===== src/rtl/imem_loader_pkg.sv =====
// mips_pkg: constants and loader state encoding shared by the instruction
// memory loader, its interface and the testbench.
//   DATA_W   : instruction word width of the core ISA
//   LOAD_HDR : start-of-image marker byte
//   load_state_t : loader FSM states
package mips_pkg;

  localparam int DATA_W = 17;
  localparam logic [7:0] LOAD_HDR = 8'hA5;

  typedef enum logic [2:0] {
    IDLE,
    COUNT,
    B0,
    B1,
    B2,
    CSUM,
    RUN,
    ERROR
  } load_state_t;

endpackage


===== src/rtl/imem_loader_if.sv =====
// imem_loader_if: byte-stream load channel plus the core fetch port.
//   rx_valid/rx_data/rx_ready : loader byte stream (valid/ready handshake)
//   pc/instr                  : core program counter and fetched instruction
// master drives the stream and pc; slave is the loader/memory.
interface imem_loader_if;

  logic                          rx_valid;
  logic [7:0]                    rx_data;
  logic                          rx_ready;
  logic [mips_pkg::DATA_W-1:0]   pc;
  logic [mips_pkg::DATA_W-1:0]   instr;

  modport master (
    output rx_valid, rx_data, pc,
    input  rx_ready, instr
  );

  modport slave (
    input  rx_valid, rx_data, pc,
    output rx_ready, instr
  );

endinterface


===== src/rtl/imem_ram.sv =====
// imem_ram: instruction RAM, 2**ADDR_W words of DATA_W bits.
//   clk   : write clock
//   we    : write enable
//   waddr : write address
//   wdata : write data
//   raddr : asynchronous read address
//   rdata : asynchronous read data
// Contents are never cleared.
module imem_ram #(
  parameter int ADDR_W = 8,
  parameter int DATA_W = 17
) (
  input  logic              clk,
  input  logic              we,
  input  logic [ADDR_W-1:0] waddr,
  input  logic [DATA_W-1:0] wdata,
  input  logic [ADDR_W-1:0] raddr,
  output logic [DATA_W-1:0] rdata
);

  logic [DATA_W-1:0] mem [2**ADDR_W];

  always_ff @(posedge clk) begin
    if (we) mem[waddr] <= wdata;
  end

  assign rdata = mem[raddr];

endmodule


===== src/rtl/imem_loader.sv =====
// imem_loader: instruction memory for the single-cycle core, filled from a
// byte stream. Image format: A5, N (0 means 2**ADDR_W), then N words as
// three bytes each (bits 7:0, 15:8, then bit 16 in bit0 of the third byte).
// The core is held in reset until a complete, well-formed image is loaded.
// Optional build macro CHECKSUM_EN: one trailing byte equal to the XOR of
// all payload bytes must follow the last word, otherwise the load fails.
// Ports:
//   clk, reset  : clock, synchronous active-high reset
//   bus         : slave side of imem_loader_if (byte stream + fetch port)
//   core_reset  : registered reset to the core (high unless running)
//   load_done   : registered, image loaded and core running
//   load_error  : last load attempt was malformed
//   word_count  : words written in the current/last load (saturating)
module imem_loader #(
  parameter int ADDR_W = 8,
  parameter int DATA_W = mips_pkg::DATA_W
) (
  input  logic            clk,
  input  logic            reset,
  imem_loader_if.slave    bus,
  output logic            core_reset,
  output logic            load_done,
  output logic            load_error,
  output logic [ADDR_W:0] word_count
);
  import mips_pkg::*;

  localparam logic [ADDR_W:0] WC_MAX = (ADDR_W+1)'(2**ADDR_W);

  load_state_t       state_q, state_d;
  logic              rx_ready_q;
  logic              take;
  logic              cnt_load;
  logic              wr_en;
  logic              is_last;
  logic [ADDR_W:0]   n_total_q;
  logic [ADDR_W-1:0] wr_ptr_q;
  logic [7:0]        b0_q, b1_q;
  logic [DATA_W-1:0] rdata;
`ifdef CHECKSUM_EN
  logic [7:0]        csum_q;
`endif

  assign bus.rx_ready = rx_ready_q;
  assign take    = bus.rx_valid && rx_ready_q;
  assign is_last = (word_count + 1'b1) == n_total_q;

  always_comb begin
    state_d  = state_q;
    cnt_load = 1'b0;
    wr_en    = 1'b0;
    if (take) begin
      case (state_q)
        IDLE, RUN, ERROR: if (bus.rx_data == LOAD_HDR) state_d = COUNT;
        COUNT: begin
          cnt_load = 1'b1;
          state_d  = B0;
        end
        B0: state_d = B1;
        B1: state_d = B2;
        B2: begin
          if (bus.rx_data[7:1] != 7'd0) begin
            state_d = ERROR;
          end else begin
            wr_en = 1'b1;
`ifdef CHECKSUM_EN
            state_d = is_last ? CSUM : B0;
`else
            state_d = is_last ? RUN : B0;
`endif
          end
        end
`ifdef CHECKSUM_EN
        CSUM: state_d = (bus.rx_data == csum_q) ? RUN : ERROR;
`endif
        default: state_d = IDLE;
      endcase
    end
  end

  // Control: state, handshake, status and counters
  always_ff @(posedge clk) begin
    if (reset) begin
      state_q    <= IDLE;
      rx_ready_q <= 1'b0;
      core_reset <= 1'b1;
      load_done  <= 1'b0;
      load_error <= 1'b0;
      word_count <= '0;
      wr_ptr_q   <= '0;
    end else begin
      state_q    <= state_d;
      rx_ready_q <= 1'b1;
      // Status follows the state one cycle later, so the core leaves reset
      // only after instr is already valid for a full cycle.
      core_reset <= (state_q != RUN);
      load_done  <= (state_q == RUN);
      if (cnt_load) begin
        word_count <= '0;
        wr_ptr_q   <= '0;
        load_error <= 1'b0;
      end else begin
        if (state_q == ERROR) load_error <= 1'b1;
        if (wr_en) begin
          wr_ptr_q <= wr_ptr_q + 1'b1;
          if (word_count != WC_MAX) word_count <= word_count + 1'b1;
        end
      end
    end
  end

  // Data: byte latches, word total and running checksum (not reset)
  always_ff @(posedge clk) begin
    if (cnt_load) begin
      n_total_q <= (bus.rx_data == 8'd0) ? WC_MAX : (ADDR_W+1)'(bus.rx_data);
    end
    if (take && state_q == B0) b0_q <= bus.rx_data;
    if (take && state_q == B1) b1_q <= bus.rx_data;
`ifdef CHECKSUM_EN
    if (cnt_load) begin
      csum_q <= 8'd0;
    end else if (take && (state_q == B0 || state_q == B1 || state_q == B2)) begin
      csum_q <= csum_q ^ bus.rx_data;
    end
`endif
  end

  imem_ram #(.ADDR_W(ADDR_W), .DATA_W(DATA_W)) u_ram (
    .clk   (clk),
    .we    (wr_en),
    .waddr (wr_ptr_q),
    .wdata ({bus.rx_data[0], b1_q, b0_q}),
    .raddr (bus.pc[ADDR_W-1:0]),
    .rdata (rdata)
  );

  // Out-of-range fetches and fetches outside RUN return a zero word.
  assign bus.instr = (state_q == RUN && bus.pc[DATA_W-1:ADDR_W] == '0) ? rdata : '0;

endmodule

===== src/flat_wrapper.sv =====
// flat-port wrapper written by rule: the top's interface ports become plain ports
module imem_loader_flat import mips_pkg::*;
#(
  parameter int ADDR_W = 8,
  parameter int DATA_W = mips_pkg::DATA_W
)
  (clk, reset, core_reset, load_done, load_error, word_count, bus_rx_valid, bus_rx_data, bus_pc, bus_rx_ready, bus_instr);
  imem_loader_if bus_i ();
  input  logic clk;
  input  logic reset;
  output logic core_reset;
  output logic load_done;
  output logic load_error;
  output logic [ADDR_W:0] word_count;
  input wire logic [$bits(bus_i.rx_valid)-1:0] bus_rx_valid;
  input wire logic [$bits(bus_i.rx_data)-1:0] bus_rx_data;
  input wire logic [$bits(bus_i.pc)-1:0] bus_pc;
  output wire logic [$bits(bus_i.rx_ready)-1:0] bus_rx_ready;
  output wire logic [$bits(bus_i.instr)-1:0] bus_instr;
  assign bus_i.rx_valid = bus_rx_valid;
  assign bus_i.rx_data = bus_rx_data;
  assign bus_i.pc = bus_pc;
  assign bus_rx_ready = bus_i.rx_ready;
  assign bus_instr = bus_i.instr;
  imem_loader #(.ADDR_W(ADDR_W), .DATA_W(DATA_W)) u_core (.clk(clk), .reset(reset), .bus(bus_i), .core_reset(core_reset), .load_done(load_done), .load_error(load_error), .word_count(word_count));
endmodule

===== config.mk =====
export PLATFORM = sky130hd
export DESIGN_NAME = imem_loader_flat
export DESIGN_NICKNAME = d
export VERILOG_FILES = /design/src/rtl/imem_loader_pkg.sv /design/src/rtl/imem_loader_if.sv /design/src/rtl/imem_ram.sv /design/src/rtl/imem_loader.sv /design/src/flat_wrapper.sv
export SDC_FILE = /design/constraint.sdc
export NUM_CORES = 2
export LEC_CHECK = 0
export ABC_AREA = 1
export CAP_MARGIN = 20
export CORE_MARGIN = 2
export CORE_UTILIZATION = 45
export CTS_CLUSTER_DIAMETER = 30
export DETAILED_ROUTE_END_ITERATION = 8
export SLEW_MARGIN = 20
export SYNTH_ARGS = -nofsm -noshare
export SYNTH_HDL_FRONTEND = slang
export SYNTH_MEMORY_MAX_BITS = 65536
export SYNTH_SLANG_ARGS = --single-unit

===== constraint.sdc =====
create_clock -name clk -period 5.8 [get_ports clk]
set_input_delay 0.58 -clock clk [delete_from_list [all_inputs] [get_ports clk]]
set_output_delay 0.58 -clock clk [all_outputs]
set_load 0.05 [all_outputs]

Word level (Yosys, flattened, before mapping)
Memories as Yosys holds them, arrays and structs flattened.
Cells that the tools add are included.
{ "word_totals": {"ff_bits": 49, "latch_bits": 0, "mem_bits_rw": 4352, "mem_bits_ro": 0, "input_bits": 28, "out_inout_bits": 30, "memories": 1} }
{ "memory_table": {"columns": ["memory", "depth", "word_bits", "rd", "rd_clocked_by_memory_dff", "wr", "line_no", "source"], "rows": [
  ["u_core.u_ram.mem", 256, 17, 1, 0, 1, "imem_ram.sv:21", "logic [DATA_W-1:0] mem [2**ADDR_W];"]
]} }
{ "op_classes": {"addsub": 2, "mul": 0, "div": 0, "n_lt_le_gt_ge": 0, "n_eq_ne": 11, "n_shift": 0, "muxes": 14, "n_bitwise": 0, "n_reduce_logical": 12} }
{ "ops": {"columns": ["operator", "n"], "rows": [
  ["2-to-1 mux 17 bit", 1],
  ["case mux 3 bit (5 select lines)", 1],
  ["adder 9 x 1 -> 9 bit, second input constant", 1],
  ["equality test 3 bit, second input constant", 3],
  ["equality test 9 bit", 1],
  ["zero test 9 bit", 1],
  ["2-to-1 mux 3 bit", 3],
  ["2-to-1 mux 9 bit", 1],
  ["!= test 9 bit, second input constant", 1],
  ["adder 8 x 1 -> 8 bit, second input constant", 1],
  ["equality test 8 bit, second input constant", 1],
  ["zero test 8 bit", 1],
  ["2-to-1 mux 1 bit", 8],
  ["nonzero test 7 bit", 1],
  ["equality test 3 x 2 -> 1 bit, second input constant", 2],
  ["logical AND 1 bit", 4],
  ["AND reduction 2 bit", 2],
  ["equality test 3 x 1 -> 1 bit, second input constant", 1],
  ["zero test 3 bit", 1],
  ["!= test 3 bit, second input constant", 1],
  ["OR reduction 3 bit", 1],
  ["!= test 2 x 1 -> 1 bit, second input constant", 1],
  ["OR reduction 2 bit", 1]
]} }

Depth between registers and ports, before layout
{ "logic_depth": {"depth_word": 6, "ltp_mapped": 15, "mapped_depth_nobuf": 11} }

Cells and area by module
Synthesis repeated with hierarchy kept, for this count alone.
{ "unflattened": {"hier_cells": 14728, "hier_area_um2": 177791.8} }
{ "by_module_without_submodules": {"columns": ["mod", "n_inst", "cells_each", "area_per_inst_um2", "seq_area_each_um2"], "rows": [
  ["imem_ram", 1, 14426, 175407.0, 130685.3],
  ["imem_loader", 1, 302, 2384.8, 1231.2]
]} }

Least setup slack after synthesis
No wires, ideal clock.
{ "synth_path": {"kind": "reg-to-reg", "from": "register u_core.b0_q[0]", "to": "memory u_core.u_ram.mem[0][0], data pin", "arrival_ps": 3228, "slack_ps": 1754, "stages_incl_launch_ff": 1, "period_less_slack_ps": 4046, "cell_sequence": "edfxtp_1"} }
{ "synth_lines": {"columns": ["element", "line_no", "source"], "rows": [
  ["start: declaration", "imem_loader.sv:38", "logic [7:0] b0_q, b1_q;"],
  ["start signal: assignment", "imem_loader.sv:117", "if (take && state_q == B0) b0_q <= bus.rx_data;"],
  ["end: declaration", "imem_ram.sv:21", null]
]} }
No word-level cell before the write port.

Worst setup path after layout
{ "layout_path": {"from": "input port bus_pc[0]", "to": "output port bus_instr[4]"} }
{ "layout_via": {"elab_chain_cells": 2} }
{ "layout_rtl": {"columns": ["element", "line_no", "source"], "rows": [
  ["start: declaration", "flat_wrapper.sv:17", "input wire logic [$bits(bus_i.pc)-1:0] bus_pc;"],
  ["memory (256 x 17 bit)", null, null],
  ["2-to-1 mux 17 bit", "imem_loader.sv:138", "assign bus.instr = (state_q == RUN && bus.pc[DATA_W-1:ADDR_W] == '0) ? rdata : '0;"],
  ["end: declaration", "flat_wrapper.sv:19", "output wire logic [$bits(bus_i.instr)-1:0] bus_instr;"]
]} }
Every way passes these cells.

==> metrics.txt <==
# TYPE chip_impl_metric gauge
chip_impl_info{name="min-delay-path-class",value="in2reg"} 1
chip_impl_metric{name="crit_fanout",unit=""} 98
chip_impl_metric{name="grt_start_max_net_pins",unit=""} 173
chip_impl_metric{name="htree_levels",unit=""} 6
chip_impl_metric{name="worst-endpoint-required",unit="ns"} 5.22
chip_impl_metric{name="timing.max_cap.violations",unit=""} 0
chip_impl_metric{name="wl",unit="mm"} 526
chip_impl_info{name="crit_path_end_kind",value="primary output"} 1
chip_impl_metric{name="area_growth_syn_to_layout",unit="%"} 19.8
chip_impl_metric{name="slew_headroom",unit="%"} 20.9
chip_impl_metric{name="grt_antenna_before_repair",unit=""} 14
chip_impl_metric{name="synth_enable_flop_cells",unit=""} 4377
chip_impl_metric{name="final.min_clock_period",unit="ns"} 5.37
chip_impl_metric{name="avgRoutedWirePerCell",unit="um"} 25.1
chip_impl_info{name="cp_common_cell",value="nand3_1"} 1
chip_impl_metric{name="critical-path-max-stage-delay",unit="ns"} 0.57
chip_impl_metric{name="timing.final.hold_violations",unit=""} 0
chip_impl_info{name="worstReg2RegStart",value="u_core.state_q[2]"} 1
chip_impl_metric{name="power.leakage",unit="nW"} 75.3
chip_impl_metric{name="grt_first_pass_wirelength",unit="mm"} 767
chip_impl_info{name="clock-root-buffer",value="clkbuf_16"} 1
chip_impl_metric{name="row_count",unit=""} 230
chip_impl_info{name="synth_area_leaders",value="edfxtp_1, nand3_1, nand2_1"} 1
chip_impl_info{name="setup_repair_after_global_routing_missed_its_margin",value="no"} 1
chip_impl_metric{name="synth_fp_nets",unit=""} 14700
chip_impl_metric{name="drt_via_density",unit=""} 5.66
chip_impl_info{name="ordered_list_of_cells_on_the_worst_path",value="buf_16 -> inv_16 -> buf_12 -> nand2_1 -> nand3_1 -> nand3_1 -> nand3_1 -> nand3_1 -> nand3_1 -> nand2_1 -> nor2_1 -> nor2_1 -> nor2_1 -> buf_4 -> buf_12"} 1
chip_impl_metric{name="drive_gt1_share",unit="%"} 12.4
chip_impl_metric{name="final.period_utilization",unit="%"} 92.6
chip_impl_metric{name="r2r.worst_path.cells",unit=""} 7
chip_impl_metric{name="firstDrtPassIters",unit=""} 6
chip_impl_info{name="crit_slowest_cell",value="inv_16"} 1
chip_impl_info{name="mostFrequentLayoutCell",value="nand2_1"} 1
chip_impl_metric{name="port_buffer_count",unit=""} 57
chip_impl_info{name="cp_top_family",value="simple AND/OR/NAND/NOR gates"} 1
chip_impl_metric{name="vias",unit=""} 119000
chip_impl_metric{name="first_global_vias",unit=""} 113000
chip_impl_metric{name="clock_tree.buffer_depth",unit=""} 4
chip_impl_metric{name="skew",unit="ns"} 0.0928
chip_impl_info{name="tritoncts",value="done"} 1
chip_impl_metric{name="crit_buf_inv",unit=""} 5
chip_impl_metric{name="design.portCount",unit=""} 58
chip_impl_metric{name="clk_latency",unit="ns"} 1.10
chip_impl_info{name="worst_hold_path.endpoint",value="u_core.bus.rx_ready"} 1
chip_impl_metric{name="worstMarginPinSlew",unit="ns"} 1.19
chip_impl_metric{name="syn_inst_count",unit=""} 14600
chip_impl_metric{name="setup_viol_count_final",unit=""} 0
chip_impl_metric{name="tritoncts.num_buffers",unit=""} 771
chip_impl_metric{name="fp.coreArea",unit="um2"} 392000
chip_impl_metric{name="stdcell_area",unit="um2"} 212000
chip_impl_metric{name="worst_ir_drop_vdd",unit="mV"} 0.322
chip_impl_metric{name="holdPathStages",unit=""} 2
chip_impl_metric{name="cts_setup_buffers",unit=""} 0
chip_impl_metric{name="num-nets-final",unit=""} 15100
chip_impl_metric{name="dieWidth",unit="um"} 631
chip_impl_info{name="worst_setup_path_start_kind",value="primary input"} 1
chip_impl_metric{name="postSynth.asyncResetShare",unit="%"} 0
chip_impl_metric{name="worstPathArrival",unit="ns"} 4.79
chip_impl_metric{name="floorplan.initialDensity",unit="%"} 45.2
chip_impl_metric{name="dp_hpwl",unit="mm"} 289
chip_impl_metric{name="finalSetupTns",unit="ns"} 0
chip_impl_info{name="run_status",value="completed"} 1
chip_impl_metric{name="netlist.area_leader.share",unit="%"} 74.2
chip_impl_metric{name="placed_cell_area",unit="um2"} 186000
chip_impl_metric{name="synth_seq_cells",unit=""} 4401
chip_impl_metric{name="fmaxAchievable",unit="MHz"} 186
chip_impl_metric{name="synth_cell_types",unit=""} 37
chip_impl_metric{name="floorplan.die.height",unit="um"} 631
chip_impl_metric{name="initialDrtViolationCount",unit=""} 14700
chip_impl_metric{name="synth_area_per_cell",unit="um2"} 12.1
chip_impl_info{name="worstReg2RegEnd",value="u_core.u_ram.mem[139][12]"} 1
chip_impl_metric{name="grtUsageTotal",unit="%"} 25.8
chip_impl_metric{name="synth.yosys.warnings",unit=""} 0
chip_impl_metric{name="power_density",unit="nW/um2"} 394
chip_impl_info{name="synthDominantAreaCellType",value="edfxtp_1"} 1
chip_impl_metric{name="clk_pin_slew",unit="ns"} 0.05
chip_impl_metric{name="antenna_left",unit=""} 0
chip_impl_info{name="min_from",value="reset"} 1
chip_impl_info{name="setup.worst_path.class",value="in2out"} 1
chip_impl_metric{name="drc",unit=""} 0
chip_impl_metric{name="final_count_of_pins_violating_max_slew",unit=""} 0
chip_impl_metric{name="place_congestion",unit=""} 0.858
chip_impl_metric{name="globalRoute.totalOverflow",unit=""} 0
chip_impl_info{name="synth-main-ff-cell",value="edfxtp_1"} 1
chip_impl_metric{name="netlist_area",unit="um2"} 177000
chip_impl_metric{name="clkSinkCount",unit=""} 4401
chip_impl_info{name="layout.cells.most_common_list",value="nand2_1, edfxtp_1, nand3_1, clkbuf_16, buf_4"} 1
chip_impl_metric{name="r2r_slack",unit="ns"} 1.88
chip_impl_metric{name="synth_seq_area_share",unit="%"} 74.5
chip_impl_metric{name="area_of_the_die",unit="um2"} 399000
[power breakdown]
group          switching, mW  total (mW)  internal [mW]  leakage [nW]
clock network           16.1        45.7           29.7          12.8
registers           0.000764        34.5           34.5          39.5
logic                   2.47        3.37          0.897          23.0
[state kept, by name, summed over array words and instances (netlist names)]
register,flops
u_core.u_ram.mem,4352
u_core.n_total_q,9
u_core.word_count,9
u_core.b0_q,8
u_core.b1_q,8
u_core.wr_ptr_q,8
u_core.state_q,3
u_core.bus.rx_ready,1
u_core.core_reset,1
u_core.load_done,1
u_core.load_error,1
[Yosys cell counts (3+ instances only)]
library cell / number
nor2_1: 459
nor2_2: 3
xor2_1: 6
o21ai_0: 78
buf_2: 578
a21oi_1: 49
a211oi_1: 3
inv_1: 40
o22ai_1: 35
nand4_1: 6
nand3_1: 4105
o21ai_1: 11
edfxtp_1: 4377
buf_1: 135
dfxtp_1: 24
clkbuf_1: 173
buf_6: 13
ha_1: 6
buf_4: 104
xnor2_1: 3
nor3_1: 6
nand2_1: 4407
[worst max-delay path by stage]
stage                               from  cells past startpoint  slack, ns                     end
after floorplan           u_core.b0_q[0]                      0       1.75  u_core.u_ram.mem[0][0]
after global placement         bus_pc[0]                     16       0.56            bus_instr[6]
after detailed placement       bus_pc[0]                     16       0.57            bus_instr[6]
after CTS                      bus_pc[0]                     16       0.55            bus_instr[6]
after global routing           bus_pc[0]                     15       0.43            bus_instr[4]
final                          bus_pc[0]                     15       0.43            bus_instr[4]
[area by class of cell]
type	instances	area [um2]
multi-input cells	9190	40300
inverters	46	226
fillers	31900	180000
well taps	5220	6530
repair buffers	667	6600
clock buffers	870	19800
flip-flops and latches	4401	132000
clock inverters	562	6800
diodes	8	20.0
[metrics by stage]
stage / power, mW / util, % / setup slack (ns) / cells / hold WS [ns]
final: 83.6 / 54.1 / 0.429 / 21000 / 0.107
after global routing: 85.7 / 54.1 / 0.427 / 21000 / 0.117
after CTS: 84.0 / 54.1 / 0.553 / 21000 / 0.0475
after detailed placement: 38.5 / 47.3 / 0.566 / 19500 / 0.455
after global placement: 38.4 / 47.3 / 0.557 / 19500 / 0.450
after floorplan: 37.2 / - / 1.75 / 14600 / 0.479
[routing by layer]
| layer | up-vias | track usage [%] | wire (um) |
|---|---|---|---|
| li1 | 53400 | - | - |
| met1 | 58500 | 35.9 | 214000 |
| met2 | 5699 | 40.4 | 244000 |
| met3 | 909 | 4.88 | 48100 |
| met4 | 6 | 9.66 | 19400 |
| met5 | - | 0 | 36 |
[worst register-to-register path: stages, from the launching register on]
cell and delay (ns):
dfxtp_1 0.38, inv_1 0.10, nor2_1 0.29, nand3_2 0.40
nor2_2 0.46, nand2_2 0.52, buf_4 0.48, nor2_2 0.84
[what timing repair did]
item                                    in CTS  in global routing
hold buffers                                 1                  0
gates resized for setup                      0                  0
endpoints found under the setup margin       0                  0
endpoints found under the hold margin       27                  0
[kinds of logic after synthesis]
logic type      Yosys count  share of synthesized area, %
xor+xnor                  9                        0.0445
buf+inv                1050                          2.92
compound gates          180                         0.544
simple gates           8995                          22.0
fa+ha+maj                 6                        0.0424
flops                  4401                          74.5
Power figures use the tool's default switching activity.
